$ cat config.mk
export PLATFORM = sky130hd
export DESIGN_NAME = pipeline_hazard_fwd_flat
export DESIGN_NICKNAME = d
export VERILOG_FILES = /design/src/rtl/pipeline_hazard_fwd_if.sv /design/src/rtl/pipeline_hazard_fwd.sv /design/src/flat_wrapper.sv
export SDC_FILE = /design/constraint.sdc
export NUM_CORES = 1
export LEC_CHECK = 0
export ABC_AREA = 1
export CAP_MARGIN = 20
export CORE_ASPECT_RATIO = 2
export CORE_MARGIN = 5
export CORE_UTILIZATION = 48
export CTS_CLUSTER_SIZE = 14
export DETAILED_ROUTE_END_ITERATION = 6
export PLACE_DENSITY_LB_ADDON = 0.05
export SLEW_MARGIN = 20
export SYNTH_ARGS = -nofsm -noshare
export SYNTH_HDL_FRONTEND = slang
export SYNTH_SLANG_ARGS = --single-unit
$ cat constraint.sdc
create_clock -name clk -period 5 [get_ports clk]
set_clock_uncertainty 0.05 [all_clocks]
set_input_delay 0.75 -clock clk [delete_from_list [all_inputs] [get_ports clk]]
set_output_delay 0.75 -clock clk [all_outputs]
set_load 0.02 [all_outputs]
$ cat src/rtl/pipeline_hazard_fwd_if.sv
// rtl/pipeline_hazard_fwd_if.sv - issue-stage bundle between read-register stage and hazard controller
//
// Carries the instruction tag presented at issue, its three source operand
// requests (packed {Rd,Rn,Rm}, Rm in the low slice) and the controller's
// resolved operands and stall/accept handshake.
//   master : read-register stage (drives tag and source requests)
//   slave  : pipeline_hazard_fwd (drives opnd_data, stall, issue_accept)
interface pipeline_hazard_fwd_if #(
    parameter int DATA_W = 16,
    parameter int REG_W  = 3
);
    logic                  issue_valid;
    logic                  issue_write;
    logic [REG_W-1:0]      issue_writenum;
    logic                  issue_load;
    logic [3*REG_W-1:0]    src_num;
    logic [2:0]            src_used;
    logic [3*DATA_W-1:0]   src_regdata;
    logic [3*DATA_W-1:0]   opnd_data;
    logic                  stall;
    logic                  issue_accept;

    modport master (
        output issue_valid, issue_write, issue_writenum, issue_load,
        output src_num, src_used, src_regdata,
        input  opnd_data, stall, issue_accept
    );

    modport slave (
        input  issue_valid, issue_write, issue_writenum, issue_load,
        input  src_num, src_used, src_regdata,
        output opnd_data, stall, issue_accept
    );
endinterface

$ cat src/rtl/pipeline_hazard_fwd.sv
// rtl/pipeline_hazard_fwd.sv - in-order pipeline hazard detection and operand forwarding
//
// Tracks the destination tag of every instruction through DEPTH stages after
// issue (entry 1 = execute output, entry DEPTH = writeback), forwards the
// youngest matching stage result to each used source, and stalls issue while
// a matching load has not yet reached LOAD_STAGE.
// Ports:
//   clk, rst        : clock, synchronous active-high reset
//   iss             : issue bundle (tag, sources, resolved operands, stall/accept)
//   stage_data      : per-entry result, entry k at [(k-1)*DATA_W +: DATA_W]
//   flush           : branch redirect, drops issue and kills entries 1..FLUSH_DEPTH
//   wb_write/wb_num : tag of the entry in writeback
//   inflight_write  : per-entry valid & write, bit k-1 = entry k
//   stall_count     : saturating count of stall cycles not overridden by flush
module pipeline_hazard_fwd #(
    parameter int DATA_W      = 16,
    parameter int REG_W       = 3,
    parameter int DEPTH       = 3,
    parameter int LOAD_STAGE  = 3,
    parameter int FLUSH_DEPTH = 1,
    parameter int CNT_W       = 16
) (
    input  logic                     clk,
    input  logic                     rst,
    pipeline_hazard_fwd_if.slave     iss,
    input  logic [DEPTH*DATA_W-1:0]  stage_data,
    input  logic                     flush,
    output logic                     wb_write,
    output logic [REG_W-1:0]         wb_num,
    output logic [DEPTH-1:0]         inflight_write,
    output logic [CNT_W-1:0]         stall_count
);

    // Tag pipeline, index k-1 holds entry k.
    logic [DEPTH-1:0]            valid_q, valid_d;
    logic [DEPTH-1:0]            write_q, write_d;
    logic [DEPTH-1:0]            load_q,  load_d;
    logic [DEPTH-1:0][REG_W-1:0] num_q,   num_d;
    logic [CNT_W-1:0]            stall_cnt_q, stall_cnt_d;

    logic [2:0]                  hazard;
    logic [3*DATA_W-1:0]         opnd_w;
    logic                        stall_w;
    logic                        accept_w;

    // Operand resolve. Entries are scanned oldest to youngest so the last
    // match written, i.e. the youngest producer, wins.
    always_comb begin
        opnd_w = iss.src_regdata;
        hazard = '0;
        for (int s = 0; s < 3; s++) begin
            if (iss.src_used[s]) begin
                for (int k = DEPTH - 1; k >= 0; k--) begin
                    if (valid_q[k] && write_q[k] &&
                        (num_q[k] == iss.src_num[s*REG_W +: REG_W])) begin
                        if (load_q[k] && (k + 1 < LOAD_STAGE)) begin
                            // Load data not available yet; operand is a don't-care.
                            hazard[s]                    = 1'b1;
                            opnd_w[s*DATA_W +: DATA_W]   = iss.src_regdata[s*DATA_W +: DATA_W];
                        end else begin
                            hazard[s]                    = 1'b0;
                            opnd_w[s*DATA_W +: DATA_W]   = stage_data[k*DATA_W +: DATA_W];
                        end
                    end
                end
            end
        end
    end

    assign stall_w  = iss.issue_valid & (|hazard);
    assign accept_w = iss.issue_valid & ~stall_w & ~flush;

    // Next tag state: unconditional shift, bubbles carry all-zero fields.
    always_comb begin
        valid_d = '0;
        write_d = '0;
        load_d  = '0;
        num_d   = '0;
        if (accept_w) begin
            valid_d[0] = 1'b1;
            write_d[0] = iss.issue_write;
            load_d[0]  = iss.issue_load;
            num_d[0]   = iss.issue_writenum;
        end
        // Destination index k (entry k+1) receives entry k; flush kills the
        // youngest FLUSH_DEPTH entries as they move.
        for (int k = 1; k < DEPTH; k++) begin
            if (!(flush && (k <= FLUSH_DEPTH))) begin
                valid_d[k] = valid_q[k-1];
                write_d[k] = write_q[k-1];
                load_d[k]  = load_q[k-1];
                num_d[k]   = num_q[k-1];
            end
        end
    end

    // A stall overridden by flush is not counted.
    always_comb begin
        stall_cnt_d = stall_cnt_q;
        if (stall_w && !flush && (stall_cnt_q != {CNT_W{1'b1}})) begin
            stall_cnt_d = stall_cnt_q + CNT_W'(1);
        end
    end

    always_ff @(posedge clk) begin
        if (rst) begin
            valid_q     <= '0;
            write_q     <= '0;
            load_q      <= '0;
            num_q       <= '0;
            stall_cnt_q <= '0;
        end else begin
            valid_q     <= valid_d;
            write_q     <= write_d;
            load_q      <= load_d;
            num_q       <= num_d;
            stall_cnt_q <= stall_cnt_d;
        end
    end

    assign iss.opnd_data    = opnd_w;
    assign iss.stall        = stall_w;
    assign iss.issue_accept = accept_w;
    assign wb_write         = valid_q[DEPTH-1] & write_q[DEPTH-1];
    assign wb_num           = num_q[DEPTH-1];
    assign inflight_write   = valid_q & write_q;
    assign stall_count      = stall_cnt_q;

endmodule

$ cat src/flat_wrapper.sv
// flat-port wrapper written by rule: the top's interface ports become plain ports
module pipeline_hazard_fwd_flat 
#(
    parameter int DATA_W      = 16,
    parameter int REG_W       = 3,
    parameter int DEPTH       = 3,
    parameter int LOAD_STAGE  = 3,
    parameter int FLUSH_DEPTH = 1,
    parameter int CNT_W       = 16
)
  (clk, rst, stage_data, flush, wb_write, wb_num, inflight_write, stall_count, iss_issue_valid, iss_issue_write, iss_issue_writenum, iss_issue_load, iss_src_num, iss_src_used, iss_src_regdata, iss_opnd_data, iss_stall, iss_issue_accept);
  pipeline_hazard_fwd_if #(.DATA_W(DATA_W), .REG_W(REG_W)) iss_i ();
  input  logic clk;
  input  logic rst;
  input  logic [DEPTH*DATA_W-1:0] stage_data;
  input  logic flush;
  output logic wb_write;
  output logic [REG_W-1:0] wb_num;
  output logic [DEPTH-1:0] inflight_write;
  output logic [CNT_W-1:0] stall_count;
  input wire logic [$bits(iss_i.issue_valid)-1:0] iss_issue_valid;
  input wire logic [$bits(iss_i.issue_write)-1:0] iss_issue_write;
  input wire logic [$bits(iss_i.issue_writenum)-1:0] iss_issue_writenum;
  input wire logic [$bits(iss_i.issue_load)-1:0] iss_issue_load;
  input wire logic [$bits(iss_i.src_num)-1:0] iss_src_num;
  input wire logic [$bits(iss_i.src_used)-1:0] iss_src_used;
  input wire logic [$bits(iss_i.src_regdata)-1:0] iss_src_regdata;
  output wire logic [$bits(iss_i.opnd_data)-1:0] iss_opnd_data;
  output wire logic [$bits(iss_i.stall)-1:0] iss_stall;
  output wire logic [$bits(iss_i.issue_accept)-1:0] iss_issue_accept;
  assign iss_i.issue_valid = iss_issue_valid;
  assign iss_i.issue_write = iss_issue_write;
  assign iss_i.issue_writenum = iss_issue_writenum;
  assign iss_i.issue_load = iss_issue_load;
  assign iss_i.src_num = iss_src_num;
  assign iss_i.src_used = iss_src_used;
  assign iss_i.src_regdata = iss_src_regdata;
  assign iss_opnd_data = iss_i.opnd_data;
  assign iss_stall = iss_i.stall;
  assign iss_issue_accept = iss_i.issue_accept;
  pipeline_hazard_fwd #(.DATA_W(DATA_W), .REG_W(REG_W), .DEPTH(DEPTH), .LOAD_STAGE(LOAD_STAGE), .FLUSH_DEPTH(FLUSH_DEPTH), .CNT_W(CNT_W)) u_core (.clk(clk), .rst(rst), .iss(iss_i), .stage_data(stage_data), .flush(flush), .wb_write(wb_write), .wb_num(wb_num), .inflight_write(inflight_write), .stall_count(stall_count));
endmodule
==> flow_metrics.env <==
export IMPL_die_h_um=150
export IMPL_cp_data_required_time_ns=4.20
export IMPL_hp_start="u_core.valid_q[1]$_SDFF_PP0_"
export IMPL_synth_distinct_cells=31
export IMPL_initial_core_util_pct=48.8
export IMPL_avgViaCountPerCell=5.75
export IMPL_cts_buffer_depth=2
export IMPL_slew_headroom_pct=43.8
export IMPL_grt_busiest_layer="met2"
export IMPL_synth_fp_nets=1032
export IMPL_drive_gt1_share_pct=4.19
export IMPL_fillers=924
export IMPL_clk_latency_ns=0.28
export IMPL_wl_per_cell_um=17.3
export IMPL_use_met2_pct=61.0
export IMPL_grt_pass1_wl_um=31500
export IMPL_clock_sinks=33
export IMPL_wl_um=20900
export IMPL_antenna_left=0
export IMPL_grt_ovfl_total=0
export IMPL_max_freq_mhz=230
export IMPL_drv_cap=0
export IMPL_layout_nets=1192
export IMPL_ys_ff_latch=33
export IMPL_synth_seq_area_share_pct=14.1
export IMPL_antenna_found_initial=1
export IMPL_use_met3_pct=3.80
export IMPL_r2r_start="u_core.write_q[0]$_SDFF_PP0_"
export IMPL_min_period_ns=4.35
export IMPL_firstDrtPassIters=5
export IMPL_clock_root_buffer="clkbuf_16"
export IMPL_hp_class="register to register"
export IMPL_ctsResizeCount=0
export IMPL_startpoint_type="primary input"
export IMPL_grt_pass1_vias=6466
export IMPL_die_x_um=80.0
export IMPL_fin_setup_tns_ns=0
export IMPL_crit_arrival_ns=3.55
export IMPL_end_kind="primary output"
export IMPL_area_delta_synth_final_pct=44.2
export IMPL_netlist_area_mm2=0.00470
export IMPL_cts_buffers=5
export IMPL_dpl_cell_area_mm2=0.00663
export IMPL_finalMaxSlewViolations=0
export IMPL_crit_fanout=18
export IMPL_finalSetupViolCount=0
export IMPL_gp_congestion=0.981
export IMPL_rsz0062_at_grt="no"
export IMPL_ir_worst_vdd_uv=362
export IMPL_critical_path_class="primary input to primary output"
export IMPL_status="completed"
export IMPL_drt_iter0_markers=679
export IMPL_cts_tree="done"
export IMPL_worst_pin_slew_ns=0.842
export IMPL_hpwl_um=16300
export IMPL_syn_avg_cell_area_um2=5.14
export IMPL_ys_warn_count=0
export IMPL_p_leak_nw=3.11
export IMPL_num_io_pins=190
export IMPL_syn_inst=914
export IMPL_powerDensity_mw_per_mm2=142
export IMPL_hold_buffers=0
export IMPL_fin_crit_sh_pct=87.0
export IMPL_grt_start_max_net_pins=34
export IMPL_port_buffers=189
export IMPL_post_cts_buffers=0
export IMPL_startpoint="iss_src_num[4]"
export IMPL_num_vias=6938
export IMPL_row_count=51
export IMPL_grtUsageMet1_pct=32.4
export IMPL_drc=0
export IMPL_dieArea_mm2=0.0120
export IMPL_htreeDepth=2
export IMPL_final_hold_viol_count=0
export IMPL_cts_clk_slew_worst_paths_ns=0.05
export IMPL_coreArea_mm2=0.00964
export IMPL_final_area_mm2=0.00678
export IMPL_grt_total_usage_pct=33.9
==> power breakdown <==
part	internal, W	total [W]	leakage, nW	switching [W]
logic	0.000184	0.000390	2.77	0.000206
registers	0.000266	0.000268	0.266	0.00000223
clock network	0.000195	0.000305	0.0700	0.000110
total	0.000644	0.000963	3.11	0.000318
==> logic make-up (layout without fill, tap and decap cells) <==
logic type                 count (synthesis)  count (layout)  synth area share [%]
AOI/OAI and AO/OA                        206             206                  24.5
xor gates and xnor gates                   4               4                 0.745
adders and majority gates                  1               1                 0.266
buffers and inverters                    168             328                  14.5
DFF                                       33              33                  14.1
other                                      0               1                     0
and+or+nand+nor                          502             502                  46.0
==> registers in the layout, indices dropped and copies added, names as in the netlist <==
signal,cells
u_core.wb_num,3
u_core.load_q,2
u_core.write_q,3
u_core.stall_count,16
u_core.num_d,3
u_core.valid_q,3
u_core.num_q,3
==> critical path, stage by stage <==
cell and delay (ns):
clkdlybuf4s50_1 0.55, inv_1 0.09, nand2_1 0.06, nand2_1 0.06, nor2_1 0.18, nand2_2 0.29, inv_1 0.55, o211ai_1 0.17
nand3_1 0.12, o21ai_0 0.12, clkdlybuf4s50_1 0.58
==> cell usage in the layout (no fill, tap or decap), types with 16 or more instances in the layout <==
cell / Yosys / final
clkdlybuf4s50_1: 0 / 189
o22ai_1: 17 / 17
nor2_1: 104 / 104
o211ai_1: 24 / 24
inv_1: 108 / 108
a21oi_1: 43 / 43
nand3_1: 119 / 119
nand2_1: 246 / 246
dfxtp_1: 33 / 33
buf_4: 7 / 16
o21ai_0: 110 / 110
==> stage by stage <==
stage / std cells / total power (W) / util (%) / setup WS [ns] / hold slack (ns)
global route: 1207 / 0.00100 / 70.3 / 0.367 / 0.397
floorplan: 914 / 0.000440 / - / 2.12 / 0.353
finish: 1207 / 0.000963 / 70.3 / 0.652 / 0.371
detailed placement: 1199 / 0.000656 / 68.8 / 0.745 / 0.365
global placement: 1199 / 0.000654 / 68.8 / 0.790 / 0.365
CTS: 1206 / 0.000960 / 70.3 / 0.736 / 0.374
==> worst paths after layout <==
path | slack [ns] | depth (start not counted) | to
worst max-delay path | 0.65 | 11 | iss_opnd_data[17]
worst min-delay path | 0.37 | 2 | u_core.valid_q[2]$_SDFF_PP0_
worst max register to register | 2.81 | 12 | u_core.stall_count[2]$_SDFFE_PP0P_
worst min register to register | 0.37 | 2 | u_core.valid_q[2]$_SDFF_PP0_
==> cell type report <==
| cell class | instances | area [µm²] | share of cell area [%] |
|---|---|---|---|
| multi-input combinational | 713 | 3360 | 49.6 |
| tap | 132 | 165 | 2.44 |
| sequential | 33 | 661 | 9.75 |
| inverter | 116 | 435 | 6.42 |
| clock buffer | 7 | 143 | 2.10 |
| antenna | 1 | 2.50 | 0.0369 |
| timing repair buffer | 205 | 2010 | 29.7 |
==> cell usage after synthesis <==
| library cell | count | share of area, % |
|---|---|---|
| o211ai_1 | 24 | 3.8 |
| o22ai_1 | 17 | 2.3 |
| buf_1 | 4 | 0.32 |
| buf_2 | 13 | 1.4 |
| nor2_1 | 104 | 8.3 |
| ha_1 | 1 | 0.27 |
| clkbuf_1 | 27 | 2.2 |
| nand4_2 | 1 | 0.27 |
| a21oi_2 | 2 | 0.37 |
| clkinv_1 | 1 | 0.080 |
| o21ai_1 | 2 | 0.21 |
| inv_2 | 7 | 0.56 |
| inv_1 | 108 | 8.6 |
| nand3_4 | 2 | 0.75 |
| nand2_1 | 246 | 20 |
| nor3_4 | 1 | 0.35 |
| nand2_2 | 3 | 0.40 |
| o21ai_0 | 110 | 12 |
| xor2_1 | 4 | 0.75 |
| buf_6 | 1 | 0.24 |
| nand3_2 | 2 | 0.43 |
| nor3_1 | 5 | 0.53 |
| nor2_4 | 1 | 0.24 |
| nand3_1 | 119 | 13 |
| a21oi_1 | 43 | 4.6 |
| nand4_1 | 13 | 1.7 |
| buf_4 | 7 | 1.1 |
| dfxtp_1 | 33 | 14 |
| nor3b_1 | 1 | 0.16 |
| nor2_2 | 4 | 0.53 |
| a221oi_1 | 8 | 1.5 |
==> routing by layer <==
metal | vias to the layer above | share of wire (%)
met3 | 119 | 6.8
met1 | 3082 | 33
met4 | 0 | 10
li1 | 3346 | -
met2 | 391 | 50
met5 | - | 0
Note: power is estimated with default switching activity, not from simulation.
